## config.mk

```make
export PLATFORM = sky130hd
export DESIGN_NAME = wb_mem_pipe
export DESIGN_NICKNAME = d
export VERILOG_FILES = /design/src/rtl/wb_pkg.sv /design/src/rtl/wb_mem_pipe_dly.sv /design/src/rtl/wb_mem_pipe.sv
export SDC_FILE = /design/constraint.sdc
export NUM_CORES = 2
export LEC_CHECK = 0
export ABC_AREA = 1
export CAP_MARGIN = 20
export CORE_MARGIN = 2
export CORE_UTILIZATION = 51
export DETAILED_ROUTE_END_ITERATION = 7
export PLACE_DENSITY = 0.65
export SLEW_MARGIN = 20
export SYNTH_ARGS = -nofsm -noshare
export SYNTH_HDL_FRONTEND = slang
export SYNTH_SLANG_ARGS = --single-unit
export TNS_END_PERCENT = 10
```

## constraint.sdc

```tcl
create_clock -name i_clk -period 2.7 [get_ports i_clk]
set_input_delay 0.54 -clock i_clk [delete_from_list [all_inputs] [get_ports i_clk]]
set_output_delay 0.54 -clock i_clk [all_outputs]
set_load 0.005 [all_outputs]
```

## src/rtl/wb_pkg.sv

```systemverilog
// ---------------------------------------------------------------------------
// wb_pkg
// Shared Wishbone definitions for wb_mem_pipe and its response pipeline.
//   - RD_LATENCY_MIN / RD_LATENCY_MAX : legal response latency range
//   - wb_rsp_t                        : response encoding (none / ack / err)
//   - wb_rsp_for()                    : picks the termination for an access
// ---------------------------------------------------------------------------
package wb_pkg;

    localparam int RD_LATENCY_MIN = 1;
    localparam int RD_LATENCY_MAX = 4;

    typedef enum logic [1:0] {
        WB_RSP_NONE = 2'd0,
        WB_RSP_ACK  = 2'd1,
        WB_RSP_ERR  = 2'd2
    } wb_rsp_t;

    // Out-of-range accesses terminate with err only when error reporting is
    // enabled; otherwise every access is acknowledged normally.
    function automatic wb_rsp_t wb_rsp_for(input logic in_range, input logic err_en);
        if (!in_range && err_en) begin
            return WB_RSP_ERR;
        end
        return WB_RSP_ACK;
    endfunction

endpackage

```

## src/rtl/wb_mem_pipe_dly.sv

```systemverilog
// ---------------------------------------------------------------------------
// wb_mem_pipe_dly
// Fixed-latency response pipeline for wb_mem_pipe. Every accepted request
// enters stage 0 and emerges RD_LATENCY cycles later as ack or err.
// Ports:
//   i_clk, i_rst   clock / synchronous active-high reset
//   i_cyc          Wishbone cycle; low flushes every in-flight response
//   i_valid        request accepted this cycle
//   i_rsp          response type for the request (wb_rsp_t encoding)
//   i_is_read      request is a read (its data drives o_data on response)
//   i_rdata        read data captured at acceptance
//   o_ack, o_err   terminations (never both, never while i_cyc low / i_rst)
//   o_data         read data; holds last read value otherwise, 0 in reset
// ---------------------------------------------------------------------------
module wb_mem_pipe_dly
    import wb_pkg::*;
#(
    parameter int DATA_WIDTH = 32,
    parameter int RD_LATENCY = 1,
    parameter bit ERR_EN     = 1'b0
) (
    input  logic                  i_clk,
    input  logic                  i_rst,
    input  logic                  i_cyc,
    input  logic                  i_valid,
    input  logic [1:0]            i_rsp,
    input  logic                  i_is_read,
    input  logic [DATA_WIDTH-1:0] i_rdata,
    output logic                  o_ack,
    output logic                  o_err,
    output logic [DATA_WIDTH-1:0] o_data
);

    localparam int LAST = RD_LATENCY - 1;

    logic                  r_vld [RD_LATENCY];
    logic [1:0]            r_rsp [RD_LATENCY];
    logic                  r_rd  [RD_LATENCY];
    logic [DATA_WIDTH-1:0] r_dat [RD_LATENCY];
    logic [DATA_WIDTH-1:0] r_hold;

    logic w_flush;
    logic w_live;
    logic w_live_rd;

    assign w_flush = i_rst || !i_cyc;

    // Only the valid bits need clearing; payload follows them blindly.
    always_ff @(posedge i_clk) begin
        if (w_flush) begin
            for (int k = 0; k < RD_LATENCY; k++) begin
                r_vld[k] <= 1'b0;
            end
        end else begin
            r_vld[0] <= i_valid;
            for (int k = 1; k < RD_LATENCY; k++) begin
                r_vld[k] <= r_vld[k-1];
            end
        end
    end

    always_ff @(posedge i_clk) begin
        r_rsp[0] <= i_rsp;
        r_rd[0]  <= i_is_read;
        r_dat[0] <= i_rdata;
        for (int k = 1; k < RD_LATENCY; k++) begin
            r_rsp[k] <= r_rsp[k-1];
            r_rd[k]  <= r_rd[k-1];
            r_dat[k] <= r_dat[k-1];
        end
    end

    // The last stage is gated by the current i_cyc / i_rst so a response
    // due in a cycle where the master drops cyc is never presented.
    assign w_live    = r_vld[LAST] && !w_flush;
    assign w_live_rd = w_live && r_rd[LAST];

    assign o_ack  = w_live && (r_rsp[LAST] == WB_RSP_ACK);
    assign o_err  = ERR_EN && w_live && (r_rsp[LAST] == WB_RSP_ERR);
    assign o_data = i_rst ? '0 : (w_live_rd ? r_dat[LAST] : r_hold);

    // Remembers the last presented read data so o_data holds on
    // write responses and idle cycles.
    always_ff @(posedge i_clk) begin
        if (i_rst) begin
            r_hold <= '0;
        end else if (w_live_rd) begin
            r_hold <= r_dat[LAST];
        end
    end

endmodule

```

## src/rtl/wb_mem_pipe.sv

```systemverilog
// ---------------------------------------------------------------------------
// wb_mem_pipe
// Pipelined Wishbone memory slave: one request per cycle, never stalls,
// every request answered exactly RD_LATENCY cycles later, in order.
// Optional feature: define WB_MEM_PIPE_ERR_EN to terminate out-of-range
// accesses with o_wb_err instead of o_wb_ack.
// Ports:
//   i_clk, i_rst                 clock / synchronous active-high reset
//   i_wb_cyc, i_wb_stb, i_wb_we  cycle, strobe, write enable
//   i_wb_addr                    word address
//   i_wb_data, i_wb_sel          write data, byte enables
//   o_wb_stall                   always 0
//   o_wb_ack, o_wb_err           terminations
//   o_wb_data                    read data
// ---------------------------------------------------------------------------
module wb_mem_pipe
    import wb_pkg::*;
#(
    parameter int WB_ADDR_WIDTH = 6,
    parameter int DATA_WIDTH    = 32,
    parameter int MEM_NWORDS    = 1 << WB_ADDR_WIDTH,
    parameter int RD_LATENCY    = 1
) (
    input  logic                      i_clk,
    input  logic                      i_rst,
    input  logic                      i_wb_cyc,
    input  logic                      i_wb_stb,
    input  logic                      i_wb_we,
    input  logic [WB_ADDR_WIDTH-1:0]  i_wb_addr,
    input  logic [DATA_WIDTH-1:0]     i_wb_data,
    input  logic [DATA_WIDTH/8-1:0]   i_wb_sel,
    output logic                      o_wb_stall,
    output logic                      o_wb_ack,
    output logic                      o_wb_err,
    output logic [DATA_WIDTH-1:0]     o_wb_data
);

    localparam int          NBYTES   = DATA_WIDTH / 8;
    localparam int unsigned P_NWORDS = MEM_NWORDS;

`ifdef WB_MEM_PIPE_ERR_EN
    localparam bit P_ERR_EN = 1'b1;
`else
    localparam bit P_ERR_EN = 1'b0;
`endif

    if (RD_LATENCY < RD_LATENCY_MIN || RD_LATENCY > RD_LATENCY_MAX) begin : g_bad_latency
        $error("wb_mem_pipe: RD_LATENCY out of range");
    end

    // Zero at configuration; deliberately untouched by reset.
    logic [DATA_WIDTH-1:0] r_mem [0:MEM_NWORDS-1] = '{default: '0};

    logic                  w_accept;
    logic                  w_in_range;
    logic [DATA_WIDTH-1:0] w_rdata;
    wb_rsp_t               w_rsp;

    assign w_accept   = i_wb_cyc && i_wb_stb && !i_rst;
    assign w_in_range = (32'(i_wb_addr) < P_NWORDS);

    // Reads sample the array before this edge's write; a write from the
    // previous cycle has already landed, so there is no stale data.
    assign w_rdata = w_in_range ? r_mem[i_wb_addr] : '0;
    assign w_rsp   = wb_rsp_for(w_in_range, P_ERR_EN);

    always_ff @(posedge i_clk) begin
        if (w_accept && i_wb_we && w_in_range) begin
            for (int n = 0; n < NBYTES; n++) begin
                if (i_wb_sel[n]) begin
                    r_mem[i_wb_addr][8*n +: 8] <= i_wb_data[8*n +: 8];
                end
            end
        end
    end

    assign o_wb_stall = 1'b0;

    wb_mem_pipe_dly #(
        .DATA_WIDTH (DATA_WIDTH),
        .RD_LATENCY (RD_LATENCY),
        .ERR_EN     (P_ERR_EN)
    ) u_dly (
        .i_clk     (i_clk),
        .i_rst     (i_rst),
        .i_cyc     (i_wb_cyc),
        .i_valid   (w_accept),
        .i_rsp     (w_rsp),
        .i_is_read (!i_wb_we),
        .i_rdata   (w_rdata),
        .o_ack     (o_wb_ack),
        .o_err     (o_wb_err),
        .o_data    (o_wb_data)
    );

endmodule

```

==> metrics.txt <==
# TYPE chip_impl_metric gauge
chip_impl_info{name="run_status",value="complete, but fails checks"} 1
chip_impl_info{name="violations_in_the_final_reports",value="setup timing"} 1
chip_impl_metric{name="core_region_area",unit="um2"} 174000
chip_impl_info{name="r2r_start",value="u_dly.r_vld[0]"} 1
chip_impl_metric{name="slew_violations",unit=""} 0
chip_impl_info{name="ys.flop_type",value="sky130_fd_sc_hd__edfxtp_1"} 1
chip_impl_info{name="r2r-end",value="u_dly.r_hold[13]"} 1
chip_impl_info{name="clock_tree.root_cell",value="sky130_fd_sc_hd__clkbuf_16"} 1
chip_impl_metric{name="worst_case_clock_skew",unit="ps"} 31.5
chip_impl_metric{name="timing.setup.tns",unit="ps"} -986
chip_impl_metric{name="finalHoldViolations",unit=""} 0
chip_impl_metric{name="path_max_fanout",unit=""} 5
chip_impl_metric{name="r2r.worst_path.cells",unit=""} 10
chip_impl_info{name="crit_type",value="reg -> out"} 1
chip_impl_info{name="kind_of_end_point_of_the_critical_path",value="output pin"} 1
chip_impl_metric{name="synth_cell_types",unit=""} 26
chip_impl_metric{name="p_per_area",unit="nW/um2"} 665
chip_impl_metric{name="pleak",unit="nW"} 43.3
chip_impl_metric{name="first_global_vias",unit=""} 60200
chip_impl_metric{name="max_freq",unit="MHz"} 357
chip_impl_metric{name="cts.reportedPaths.clkPinSlew",unit="ps"} 60
chip_impl_metric{name="grt_first_pass_wirelength",unit="um"} 373000
chip_impl_metric{name="holdPathStages",unit=""} 1
chip_impl_metric{name="chip_height",unit="um"} 422
chip_impl_info{name="holdCritPathClass",value="in -> reg"} 1
chip_impl_metric{name="wirelength",unit="um"} 252000
chip_impl_metric{name="max_cap_viol_count",unit=""} 0
chip_impl_metric{name="top_level_ports",unit=""} 82
chip_impl_metric{name="synth_enable_flop_cells",unit=""} 2048
chip_impl_metric{name="count_of_mapped_cells_out_of_synthesis",unit=""} 8877
chip_impl_info{name="rsz0062_at_grt",value="yes"} 1
chip_impl_metric{name="detailed_place_hpwl",unit="um"} 162000
chip_impl_metric{name="num-nets-final",unit=""} 9361
chip_impl_info{name="critical_path.startpoint",value="u_dly.r_vld[0]"} 1
chip_impl_metric{name="avgRoutedWirePerCell",unit="um"} 21.3
chip_impl_metric{name="numCtsBuffers",unit=""} 209
chip_impl_metric{name="grt_max_degree",unit=""} 129
chip_impl_metric{name="cts_buffer_depth",unit=""} 3
chip_impl_metric{name="drt-initial-drc-count",unit=""} 7326
chip_impl_info{name="cts_tree",value="done"} 1
chip_impl_metric{name="async_flop_share",unit="%"} 0
chip_impl_metric{name="synthesis.area_per_instance",unit="um2"} 10.0
chip_impl_metric{name="clock_sink_count",unit=""} 2114
chip_impl_metric{name="layout_cell_share_with_drive_strength_beyond_1",unit="%"} 11.2
chip_impl_metric{name="setup.reg_to_reg.worst_slack",unit="ps"} 960
chip_impl_metric{name="timing.slew.headroom",unit="%"} 49.6
chip_impl_metric{name="detail_route.first_pass.iterations",unit=""} 7
chip_impl_metric{name="htree_levels",unit=""} 4
chip_impl_metric{name="period_share",unit="%"} 104
chip_impl_metric{name="setup_viol",unit=""} 19
chip_impl_metric{name="synth_seq_cells",unit=""} 2114
chip_impl_metric{name="worst-endpoint-required",unit="ps"} 2160
chip_impl_metric{name="final.min_clock_period",unit="ps"} 2800
chip_impl_metric{name="number_of_antenna_violations_at_the_first_check_in_global_routing",unit=""} 32
chip_impl_metric{name="clock_insertion_delay_worst_skew",unit="ps"} 850
chip_impl_metric{name="remaining_drc_errors",unit=""} 0
chip_impl_metric{name="postLayoutSetupSlackWorst",unit="ps"} -103
chip_impl_metric{name="yosysSeqAreaShare",unit="%"} 70.6
chip_impl_metric{name="globalRoute.totalOverflow",unit=""} 0
chip_impl_metric{name="flow.area_growth_from_synthesis",unit="%"} 15.7
chip_impl_info{name="endpoint",value="o_wb_data[30]"} 1
chip_impl_metric{name="drtAntennaViolNets",unit=""} 0
chip_impl_metric{name="final_wtd_congestion",unit=""} 0.918
chip_impl_metric{name="core.rowCount",unit=""} 153
chip_impl_metric{name="vdd_ir_max",unit="V"} 0.000693
chip_impl_metric{name="global_route.usage.total",unit="%"} 28.2
chip_impl_metric{name="fp.dieW",unit="um"} 422
chip_impl_metric{name="port-buffer-count",unit=""} 79
chip_impl_metric{name="final.fill_count",unit=""} 14300
chip_impl_metric{name="power.total",unit="mW"} 68.5
chip_impl_metric{name="crit_arrival",unit="ps"} 2260
chip_impl_metric{name="route.detailed.vias_per_inst",unit=""} 5.27
chip_impl_metric{name="timing_worst_slew_pin_value",unit="ps"} 756
chip_impl_metric{name="floorplan.die_area",unit="um2"} 178000
chip_impl_metric{name="initial_utilization",unit="%"} 51.2
chip_impl_metric{name="count_of_vias_placed_by_the_detailed_router",unit=""} 62300
chip_impl_metric{name="syn_warnings",unit=""} 0
chip_impl_info{name="startpoint_type",value="flop"} 1
chip_impl_metric{name="synth.cell_area",unit="um2"} 89000
==> critical path, stage by stage, from the launching register on <==
cell,delay [ps]
sky130_fd_sc_hd__dfxtp_2,320
sky130_fd_sc_hd__nor3b_4,230
sky130_fd_sc_hd__buf_12,190
sky130_fd_sc_hd__buf_8,130
sky130_fd_sc_hd__clkbuf_16,140
sky130_fd_sc_hd__nand3_1,90
sky130_fd_sc_hd__a21oi_2,170
sky130_fd_sc_hd__buf_2,130
==> flip-flops by register name (all words and copies together) (netlist names) <==
name and flops:
u_dly.r_rd 1, r_mem 2048, u_dly.r_dat 32, u_dly.r_hold 32
u_dly.r_vld 1
==> repair_timing <==
item	4_1_cts	5_1_grt
buffers inserted	15	3
gates cloned	1	2
hold endpoints to repair	0	0
pin swaps	17	6
resized for setup	176	15
hold buffers	0	0
endpoints found under the setup margin	33	33
==> power breakdown <==
group	total (mW)	leakage, nW	internal, mW	switching, mW
clock	28.1	3.22	15.9	12.3
combinational	4.23	21.2	1.13	3.10
sequential	36.1	18.9	36.0	0.0896
==> cells in the mapped netlist, types with 9 or more instances <==
cell type | number | area (um2)
sky130_fd_sc_hd__nand2_1 | 5829 | 21900
sky130_fd_sc_hd__edfxtp_1 | 2048 | 61500
sky130_fd_sc_hd__nor2_1 | 329 | 1230
sky130_fd_sc_hd__buf_2 | 251 | 1260
sky130_fd_sc_hd__clkbuf_1 | 127 | 477
sky130_fd_sc_hd__dfxtp_1 | 66 | 1320
sky130_fd_sc_hd__buf_4 | 51 | 383
sky130_fd_sc_hd__nand3_1 | 39 | 195
sky130_fd_sc_hd__a21oi_1 | 32 | 160
sky130_fd_sc_hd__buf_1 | 31 | 116
sky130_fd_sc_hd__inv_1 | 18 | 67.6
sky130_fd_sc_hd__nor3_1 | 9 | 45.0
==> cells by family (layout without fill, tap and decap cells) <==
kind of cell           Yosys count  after routing  synth area share (%)
AO/OA/AOI/OAI                   44             44                 0.262
buffers and inverters          494           1098                  2.72
other                            1             18               0.00421
flip-flops                    2114           2114                  70.6
AND/OR/NAND/NOR               6224           6224                  26.4
==> worst min-delay path by stage <==
stage	from	to	slack, ps
after floorplan	u_dly.r_hold[0]	u_dly.r_hold[0]	460
after global placement	u_dly.r_hold[29]	u_dly.r_hold[29]	460
after detailed placement	u_dly.r_hold[29]	u_dly.r_hold[29]	460
after CTS	i_wb_data[11]	r_mem[60][11]	30
after global routing	i_wb_data[11]	r_mem[60][11]	30
final	i_wb_data[11]	r_mem[60][11]	80
==> stage by stage <==
stage / std cells / worst slack (ps) / util (%) / hold WS [ps] / cell area, um2
2_1_floorplan: 8878 / 436 / - / 463 / 89000
3_3_place_gp: 11400 / -401 / 55.3 / 464 / 96100
3_5_place_dp: 11400 / -378 / 55.3 / 460 / 96100
4_1_cts: 11800 / -169 / 59.2 / 27.7 / 103000
5_1_grt: 11800 / -185 / 59.3 / 34.7 / 103000
6_report: 11800 / -103 / 59.3 / 80.9 / 103000
==> area by class of cell <==
type	instances	area, um2	area share, %
sequential	2114	62800	61.0
antenna	16	40.0	0.0389
tap	2325	2910	2.83
clock buffer	248	5480	5.32
multi-input combinational	6270	24000	23.3
inverter	26	138	0.134
clock inverter	131	1110	1.08
timing repair buffer	693	6470	6.28
==> cell usage in the layout, fill, tap and decap left out, types with 4 or more instances in the layout <==
cell                              synthesis  routed
sky130_fd_sc_hd__nand3_2                  0       4
sky130_fd_sc_hd__clkinv_2                 1      45
sky130_fd_sc_hd__clkinvlp_4               0      12
sky130_fd_sc_hd__o211ai_1                 5       5
sky130_fd_sc_hd__nand3_1                 39      34
sky130_fd_sc_hd__bufinv_16                0      15
sky130_fd_sc_hd__buf_2                  251      61
sky130_fd_sc_hd__clkbuf_8                 0       4
sky130_fd_sc_hd__buf_8                    0       4
sky130_fd_sc_hd__inv_2                    6       5
sky130_fd_sc_hd__clkbuf_16                0     213
sky130_fd_sc_hd__buf_12                   0     108
sky130_fd_sc_hd__nand2_4                  0       5
sky130_fd_sc_hd__buf_4                   51     503
sky130_fd_sc_hd__nor2_2                   8       8
sky130_fd_sc_hd__dfxtp_1                 66      64
sky130_fd_sc_hd__nand2_2                  0       9
sky130_fd_sc_hd__clkinv_1                 0      48
sky130_fd_sc_hd__clkbuf_2                 0       4
sky130_fd_sc_hd__inv_1                   18      18
sky130_fd_sc_hd__clkdlybuf4s50_1          0      10
sky130_fd_sc_hd__inv_16                   0       5
sky130_fd_sc_hd__nor2_1                 329     329
sky130_fd_sc_hd__clkbuf_1               127      32
sky130_fd_sc_hd__nor3_2                   0       8
sky130_fd_sc_hd__a21oi_2                  0      30
sky130_fd_sc_hd__edfxtp_1              2048    2048
sky130_fd_sc_hd__clkinv_8                 0       5
sky130_fd_sc_hd__o21ai_1                  6       6
sky130_fd_sc_hd__or2_1                    5       5
sky130_fd_sc_hd__diode_2                  0      16
sky130_fd_sc_hd__nand2_1               5829    5814
==> routing by layer <==
metal,up-vias,wire length [um],GRT usage [%]
li1,29500,-,-
met1,29600,100000,37.0
met2,2575,115000,44.5
met3,529,22100,5.92
met4,18,14800,14.5
met5,-,112,0
No activity file was read; power rests on OpenSTA's default activity.
